==> src/rtl/dmem_responder.sv <==
// dmem_responder
//
// Data-memory responder on the far side of the core's MemRead/MemWrite
// control interface. It accepts one load or store, services it against an
// internal word array after a fixed number of wait states, and freezes the
// pipeline with `stall` while the access is outstanding. Load data returns
// with a one-cycle `rvalid` strobe.
//
// Configuration macro: DMEM_MISALIGN_CHECK_EN
//   defined   : requests with addr[1:0] != 0 skip the array access and pulse
//               `err` in their completion cycle.
//   undefined : addr[1:0] is ignored and `err` is tied to 0.
//
// Ports
//   clk       in   rising-edge clock
//   reset     in   synchronous, active-high reset
//   MemRead   in   load request
//   MemWrite  in   store request (wins when both strobes are high)
//   addr      in   byte address, word index is addr[ADDR_W-1:2]
//   wdata     in   store data
//   rdata     out  registered load data, holds the last completed load
//   rvalid    out  one-cycle strobe in the load-completion cycle
//   stall     out  combinational pipeline freeze request
//   err       out  misaligned-access strobe (macro builds only)
`timescale 1ns/1ps

module dmem_responder #(
  parameter int ADDR_W      = 9,
  parameter int WAIT_CYCLES = 2
) (
  input  logic              clk,
  input  logic              reset,
  input  logic              MemRead,
  input  logic              MemWrite,
  input  logic [ADDR_W-1:0] addr,
  input  logic [31:0]       wdata,
  output logic [31:0]       rdata,
  output logic              rvalid,
  output logic              stall,
  output logic              err
);

  localparam int         DATA_W   = 32;
  localparam int         IDX_W    = ADDR_W - 2;
  localparam int         DEPTH    = 1 << IDX_W;
  localparam logic [3:0] CNT_LOAD = 4'(WAIT_CYCLES - 1);

  if (WAIT_CYCLES < 1 || WAIT_CYCLES > 15) begin : g_bad_wait
    $error("dmem_responder: WAIT_CYCLES must be within 1..15");
  end

  typedef enum logic [1:0] {
    IDLE = 2'd0,
    WAIT = 2'd1,
    DONE = 2'd2
  } state_t;

  state_t state_q, state_d;
  logic [3:0] cnt_q, cnt_d;
  logic       req;
  logic       accept;
  logic       stall_c;
  logic       go_done;

  logic              op_wr_p0;
  logic [IDX_W-1:0]  idx_p0;
  logic [DATA_W-1:0] wdata_p0;
  logic              mis_p0;

  logic              op_wr_c;
  logic [IDX_W-1:0]  idx_c;
  logic [DATA_W-1:0] wdata_c;
  logic              mis_c;
  logic              mis_live;
  logic              do_load;
  logic              do_store;

  logic [DATA_W-1:0] rdata_p1;
  logic              vld_p1;

  logic [DATA_W-1:0] mem [0:DEPTH-1];

  assign req = MemRead | MemWrite;

`ifdef DMEM_MISALIGN_CHECK_EN
  assign mis_live = |addr[1:0];
`else
  assign mis_live = 1'b0;
  logic unused_addr_lsb;
  assign unused_addr_lsb = ^addr[1:0];
`endif

  always_comb begin
    state_d = state_q;
    cnt_d   = cnt_q;
    stall_c = 1'b0;
    accept  = 1'b0;
    case (state_q)
      IDLE: begin
        if (req) begin
          accept  = 1'b1;
          stall_c = 1'b1;
          cnt_d   = CNT_LOAD;
          state_d = (WAIT_CYCLES == 1) ? DONE : WAIT;
        end
      end
      WAIT: begin
        stall_c = 1'b1;
        cnt_d   = cnt_q - 4'd1;
        if (cnt_q == 4'd1) state_d = DONE;
      end
      DONE: begin
        // The core has not advanced yet, so a still-high request is stale.
        state_d = IDLE;
      end
      default: state_d = IDLE;
    endcase
  end

  // DONE is only ever entered from IDLE or WAIT, never held.
  assign go_done = (state_d == DONE);

  // With WAIT_CYCLES == 1 DONE is entered on the accept edge itself, before
  // the capture registers hold the request, so use the live inputs then.
  assign op_wr_c = (state_q == IDLE) ? MemWrite            : op_wr_p0;
  assign idx_c   = (state_q == IDLE) ? addr[ADDR_W-1:2]    : idx_p0;
  assign wdata_c = (state_q == IDLE) ? wdata               : wdata_p0;
  assign mis_c   = (state_q == IDLE) ? mis_live            : mis_p0;

  assign do_store = go_done &  op_wr_c & ~mis_c;
  assign do_load  = go_done & ~op_wr_c & ~mis_c;

  assign stall = reset ? 1'b0 : stall_c;

  always_ff @(posedge clk) begin
    if (reset) begin
      state_q <= IDLE;
      cnt_q   <= 4'd0;
    end else begin
      state_q <= state_d;
      cnt_q   <= cnt_d;
    end
  end

  // ---- p0: request capture at accept ----
  always_ff @(posedge clk) begin
    if (accept) begin
      op_wr_p0 <= MemWrite;
      idx_p0   <= addr[ADDR_W-1:2];
      wdata_p0 <= wdata;
      mis_p0   <= mis_live;
    end
  end

  // Reset wins over a store completing on the same edge.
  always_ff @(posedge clk) begin
    if (!reset && do_store) mem[idx_c] <= wdata_c;
  end

  // ---- p1: completion outputs, valid during DONE ----
  always_ff @(posedge clk) begin
    if (reset) begin
      rdata_p1 <= '0;
      vld_p1   <= 1'b0;
    end else begin
      vld_p1 <= do_load;
      if (do_load) rdata_p1 <= mem[idx_c];
    end
  end

  assign rdata  = rdata_p1;
  assign rvalid = vld_p1;

`ifdef DMEM_MISALIGN_CHECK_EN
  logic err_p1;
  always_ff @(posedge clk) begin
    if (reset) err_p1 <= 1'b0;
    else       err_p1 <= go_done & mis_c;
  end
  assign err = err_p1;
`else
  assign err = 1'b0;
`endif

endmodule
==> config.mk <==
export PLATFORM = sky130hd
export DESIGN_NAME = dmem_responder
export DESIGN_NICKNAME = d
export VERILOG_FILES = /design/src/rtl/dmem_responder.sv
export SDC_FILE = /design/constraint.sdc
export NUM_CORES = 2
export LEC_CHECK = 0
export CORE_UTILIZATION = 40
export DETAILED_ROUTE_END_ITERATION = 10
export DONT_BUFFER_PORTS = 1
export HOLD_SLACK_MARGIN = 0.12
export PLACE_DENSITY_LB_ADDON = 0.08
export SYNTH_ARGS = -nofsm -noshare
export SYNTH_HDL_FRONTEND = slang
export SYNTH_SLANG_ARGS = --single-unit
==> constraint.sdc <==
create_clock -name clk -period 7 [get_ports clk]
set_input_delay 0.7 -clock clk [delete_from_list [all_inputs] [get_ports clk]]
set_output_delay 0.7 -clock clk [all_outputs]
set_load 0.005 [all_outputs]
* Yosys cells after proc, flatten, opt, wreduce, memory -nomap -nowiden
Memory sizes are Yosys's and may differ from the RTL's. A register that Yosys moved wholly into a read port is not among the register bits.
Cells that the tools add are included.
** Cells by class
- Reduce and logical (&&, ||, !) cells :: 5
- $add $sub $neg :: 1
- Eq/ne operators :: 4
- Bitwise logic cells :: 4
- Muxes and demuxes :: 14
** Operators with widths (count)
- 32-bit two-way mux :: 1
- 4-bit case mux with 2 select lines :: 1
- 7-bit two-way mux :: 1
- 1-bit two-way mux :: 6
- 4-bit by 1-bit == test with 1-bit output, second input constant :: 1
- 2-bit two-way mux :: 2
- 4-bit two-way mux :: 1
- 2-bit case mux with 2 select lines :: 1
- 4-bit by 1-bit subtractor with 4-bit output, second input constant :: 1
- 1-bit AND :: 2
- 2-bit by 1-bit == test with 1-bit output, second input constant :: 1
- 2-bit == test, second input constant :: 1
- 2-bit zero test :: 1
- 2-bit inequality test, second input constant :: 1
- 1-bit case mux with 2 select lines :: 1
- 2-bit AND reduction :: 1
- 2-bit nonzero test :: 1
- 1-bit logical AND :: 1
- 1-bit zero test :: 1
- 1-bit inverter :: 1
- 1-bit bitwise OR :: 1
** Storage, ports and cells
- Flip-flop bits (word level) :: 47
- Input port bits :: 45
- RAM bits :: 4096
- Output and inout port bits :: 35
- Memories kept :: 1
** Memories
- mem :: words 128, width 32, read ports 1, clocked after Yosys merged registers in 1, write ports 1, RTL line 81 : logic [DATA_W-1:0] mem [0:DEPTH-1];

* Longest topological paths before layout
- Word-level depth :: 8
- Mapped depth :: 14
- Depth with buffers taken out :: 8

* Worst setup path before layout
OpenSTA, ideal clock, no wires.
- Kind :: input-to-reg
- From :: in addr[3]
- To :: mem mem[64][0] (enable)
- Slack :: 2559 ps
- Data arrival time :: 4020 ps
- Cell stages on the path :: 10
- Cells stage by stage :: buf_2 or2_2 clkbuf_1 mux2_2 nor2_2 buf_2 buf_1 nand2_1 clkbuf_1 nor2_1
** On the way
- Cells in the longest elaborated chain, start to end :: 1
** Ends and longest elaborated chain
- start: declaration :: RTL line 35 : input logic [ADDR_W-1:0] addr,
- 7-bit two-way mux :: RTL line 126 : assign idx_c = (state_q == IDLE) ? addr[ADDR_W-1:2] : idx_p0;
- end: declaration :: RTL line 81
Every way passes these cells.

* Final worst setup path
- From :: reg state_q[1]
- To :: reg rdata_p1[14], in the netlist rdata[14], read port of mem
** On the way
- Cells in the longest elaborated chain, start to end :: 4
** Ends and longest elaborated chain
- start: declaration :: RTL line 58 : state_t state_q, state_d;
- start signal: assignment :: RTL line 140 : state_q <= state_d;
- 2-bit by 1-bit == test with 1-bit output, or another cell as far along :: RTL line 98 : case (state_q)
- 2-bit case mux with 2 select lines / 1-bit two-way mux (equally long branches) :: RTL line 98, 125
- 2-bit == test / 1-bit inverter (equally long branches) :: RTL line 121, 131
- 1-bit AND :: RTL line 131 : assign do_load = go_done & ~op_wr_c & ~mis_c;
- end: declaration :: RTL line 78 : logic [DATA_W-1:0] rdata_p1;
Parallel ways exist; a longest one is shown, timed or not.
A chain may end at the register's enable or synchronous reset.

==> results.yml <==
place:
  port_buffers: 0
  gp_congestion: 0.835
  place_area_mm2: 0.167
  dpl.hpwl_um: 318000
layout:
  fillCellCount: 33800
  final_util_pct: 46.3
  syn_to_final_growth_pct: 14.9
  drive_gt1_share_pct: 13.5
  nets: 9601
  final_area_mm2: 0.182
clock_tree:
  insertion_delay_ns: 1.03
  clk_pin_slew_ns: 0.06
  cts_root_buf: "clkbuf_16"
  cts_buffers: 447
  clock_path_buffers: 4
  cts_sinks: 4175
  cts_tree: "built"
  htree_levels: 5
  cts_setup_buffers: 0
power:
  combPwrFrac_pct: 13.2
  p_seq_share_pct: 48.2
  clkPwrFrac_pct: 38.6
  power_uw: 59300
  ir_worst_vdd_mv: 0.247
  power.density_mw_per_mm2: 326
  p_int_uw: 43400
  power_switching_uw: 16000
  switching_share_pct: 26.9
  p_leak_uw: 0.0586
setup_path:
  start_kind: "flip-flop"
  cp_max_fo: 40
  end_kind: "flip-flop"
  arrival_ns: 6.78
  crit_required_ns: 7.96
  critical_path_class: "flip-flop to flip-flop"
detailed_routing:
  dr_total_vias: 92500
  ant_nets: 0
  via_per_inst: 6.10
  wl_per_cell_um: 36.1
  drc: 0
  drt-total-wl_um: 548000
  drtPass1Iterations: 9
  drt_iter0_drc: 11900
logic_synthesis:
  async_reset_ff_share_pct: 0
  ys_types: 76
  synth_most_common_cell: "edfxtp_1"
  yosysTopAreaCell: "edfxtp_1"
  synth_area_leaders: "edfxtp_1 (78%), mux2i_1 (4.6%), a21oi_1 (1.8%)"
  synth_edf_count: 4136
  yosysWarnings: 0
  syn_inst: 9253
  ys_seq_area_share_pct: 78.9
  syn_area_mm2: 0.158
  yosysTopAreaCellShare_pct: 78.5
  synth_flop_cell: "edfxtp_1"
  synth_common_cells: "edfxtp_1 (4,136), mux2i_1 (720), nand2_1 (662)"
  ys_ff_latch: 4175
  synthesis.nets: 9300
  syn_avg_cell_area_um2: 17.1
sta:
  fin_crit_ns: 5.82
  fin_setup_tns_ns: 0
  final_hold_viol_count: 0
  report.final.slew_viol_count: 10
  skew_ns: 0.0581
  setup_viol: 0
  period_share_pct: 83.1
  whs_ns: 0.213
  grt_setup_unrepaired: "false"
  maxSlewHeadroom_pct: -9.32
  tightest_slew_ns: 1.62
  max_freq_mhz: 172
global_route:
  grt_pass1_wl_um: 745000
  grt_usage_pct: 26.9
  grt_overflow: 0
  grt_pass1_vias: 88900
  grt_max_degree: 121
  antenna_found_initial: 43
floorplanning:
  core_area_mm2: 0.393
  die_w_um: 631
  dieArea_mm2: 0.398
  start_util_pct: 40.3
  ios: 80
  die_height_um: 631
  num_rows: 230
worst_hold_path:
  min_path_type: "primary input to flip-flop"
outcome:
  violations: "capacitance limit, slew limit"
  outcome: "finished, violations left"
run:
  cap_violations: 1
==> cells by family (layout without fill, tap and decap cells) <==
| kind of cell | after synthesis | in the layout | synth area share [%] |
|---|---|---|---|
| flip-flops | 4175 | 4175 | 78.9 |
| AO/OA/AOI/OAI | 2447 | 2447 | 10.8 |
| AND/OR/NAND/NOR | 1192 | 1192 | 3.18 |
| multiplexers | 787 | 787 | 5.03 |
| buffers and inverters | 647 | 1324 | 1.98 |
| adder cells (fa/ha/maj) | 2 | 2 | 0.0158 |
| XOR/XNOR | 2 | 2 | 0.0111 |
| other | 1 | 19 | 0.00237 |
==> repair_timing <==
action | CTS | global route
setup endpoints to repair | 0 | 0
hold buffers | 43 | 0
gates resized for setup | 0 | 0
hold endpoints to repair | 96 | 0
==> power groups by stage <==
| stage | sequential (µW) | combinational, µW | clock, µW |
|---|---|---|---|
| 2_1_floorplan | 29200 | 3970 | 0 |
| 5_1_grt | 28600 | 8140 | 24100 |
| 4_1_cts | 28600 | 7810 | 23200 |
| 6_report | 28600 | 7840 | 22900 |
| 3_5_place_dp | 29100 | 7760 | 0 |
| 3_3_place_gp | 29100 | 7670 | 0 |
==> cells in the final DEF (no fill, tap or decap), types with 27 or more instances in the layout <==
cell type,Yosys,layout
edfxtp_1,4136,4136
mux2i_1,720,715
nand2_1,662,618
a21oi_1,555,555
clkbuf_16,0,454
buf_4,73,401
o22ai_1,309,308
o21ai_0,303,302
a222oi_1,240,240
a22oi_1,204,204
a22o_1,182,182
nor2_4,1,138
nor2_1,257,120
a221oi_1,118,118
clkinv_1,0,114
clkbuf_1,198,110
nand3_1,101,101
clkinv_2,0,86
o31ai_1,72,71
a31oi_1,60,60
mux2_2,58,55
o211ai_1,49,49
buf_12,0,47
a2111oi_0,48,46
dlygate4sd3_1,0,42
o221ai_1,41,41
a211oi_1,40,40
dfxtp_1,39,39
nand4_1,38,38
nor4_1,40,37
nor3_1,37,34
a221o_1,34,34
nand2_4,0,32
bufinv_16,0,29
a41oi_1,29,28
a311oi_1,27,27
==> routing by layer <==
layer	part of all wire [%]	routed length, µm	up-vias	track usage [%]
met1	41	227000	49000	37.2
li1	-	-	38500	-
met4	4.0	21700	12	9.33
met3	8.0	43800	787	4.30
met2	47	256000	4143	43.2
met5	0.016	88	-	0
==> final cells by class <==
class / count / area [µm²] / area share (%)
Sequential cell: 4175 / 125000 / 68.7
Clock buffer: 568 / 11800 / 6.51
Multi-Input combinational cell: 4431 / 31800 / 17.5
Antenna cell: 18 / 45.0 / 0.0248
Tap cell: 5220 / 6530 / 3.59
Timing Repair Buffer: 491 / 4400 / 2.42
Inverter: 8 / 30.0 / 0.0165
Clock inverter: 257 / 2210 / 1.21
==> state kept, by name, indices dropped and copies added (netlist names) <==
signal / cells
cnt_q: 4
idx_p0: 7
mem: 4096
op_wr_p0: 1
rdata: 32
rvalid: 1
state_q: 2
wdata_p0: 32
==> stage by stage <==
step	instances	setup slack, ns
5_1_grt	15200	1.14
4_1_cts	15200	1.35
6_report	15200	1.18
3_3_place_gp	14300	1.55
3_5_place_dp	14300	1.56
2_1_floorplan	9253	2.56
==> path summary, 6_finish.rpt <==
path,startpoint,to,slack [ns],depth (start not counted)
worst max-delay path,state_q[1],rdata[14],1.18,14
worst min-delay path,wdata[1],mem[1][1],0.21,2
worst max register to register,state_q[1],rdata[14],1.18,14
worst min register to register,cnt_q[0],cnt_q[0],0.54,1
==> critical path: stages, from the launching register on <==
cell and delay (ns):
dfxtp_1 0.74, nor3b_4 0.07, buf_4 0.28, nor2_8 0.85, buf_12 0.33, buf_12 0.27, buf_12 0.29, buf_4 0.33
mux2i_1 0.11, o221ai_1 0.22, o22ai_1 0.23, o21ai_1 0.90, nand2_1 0.17, a311oi_1 0.30, dlygate4sd3_1 0.58
No activity file was read; power rests on OpenSTA's default activity.
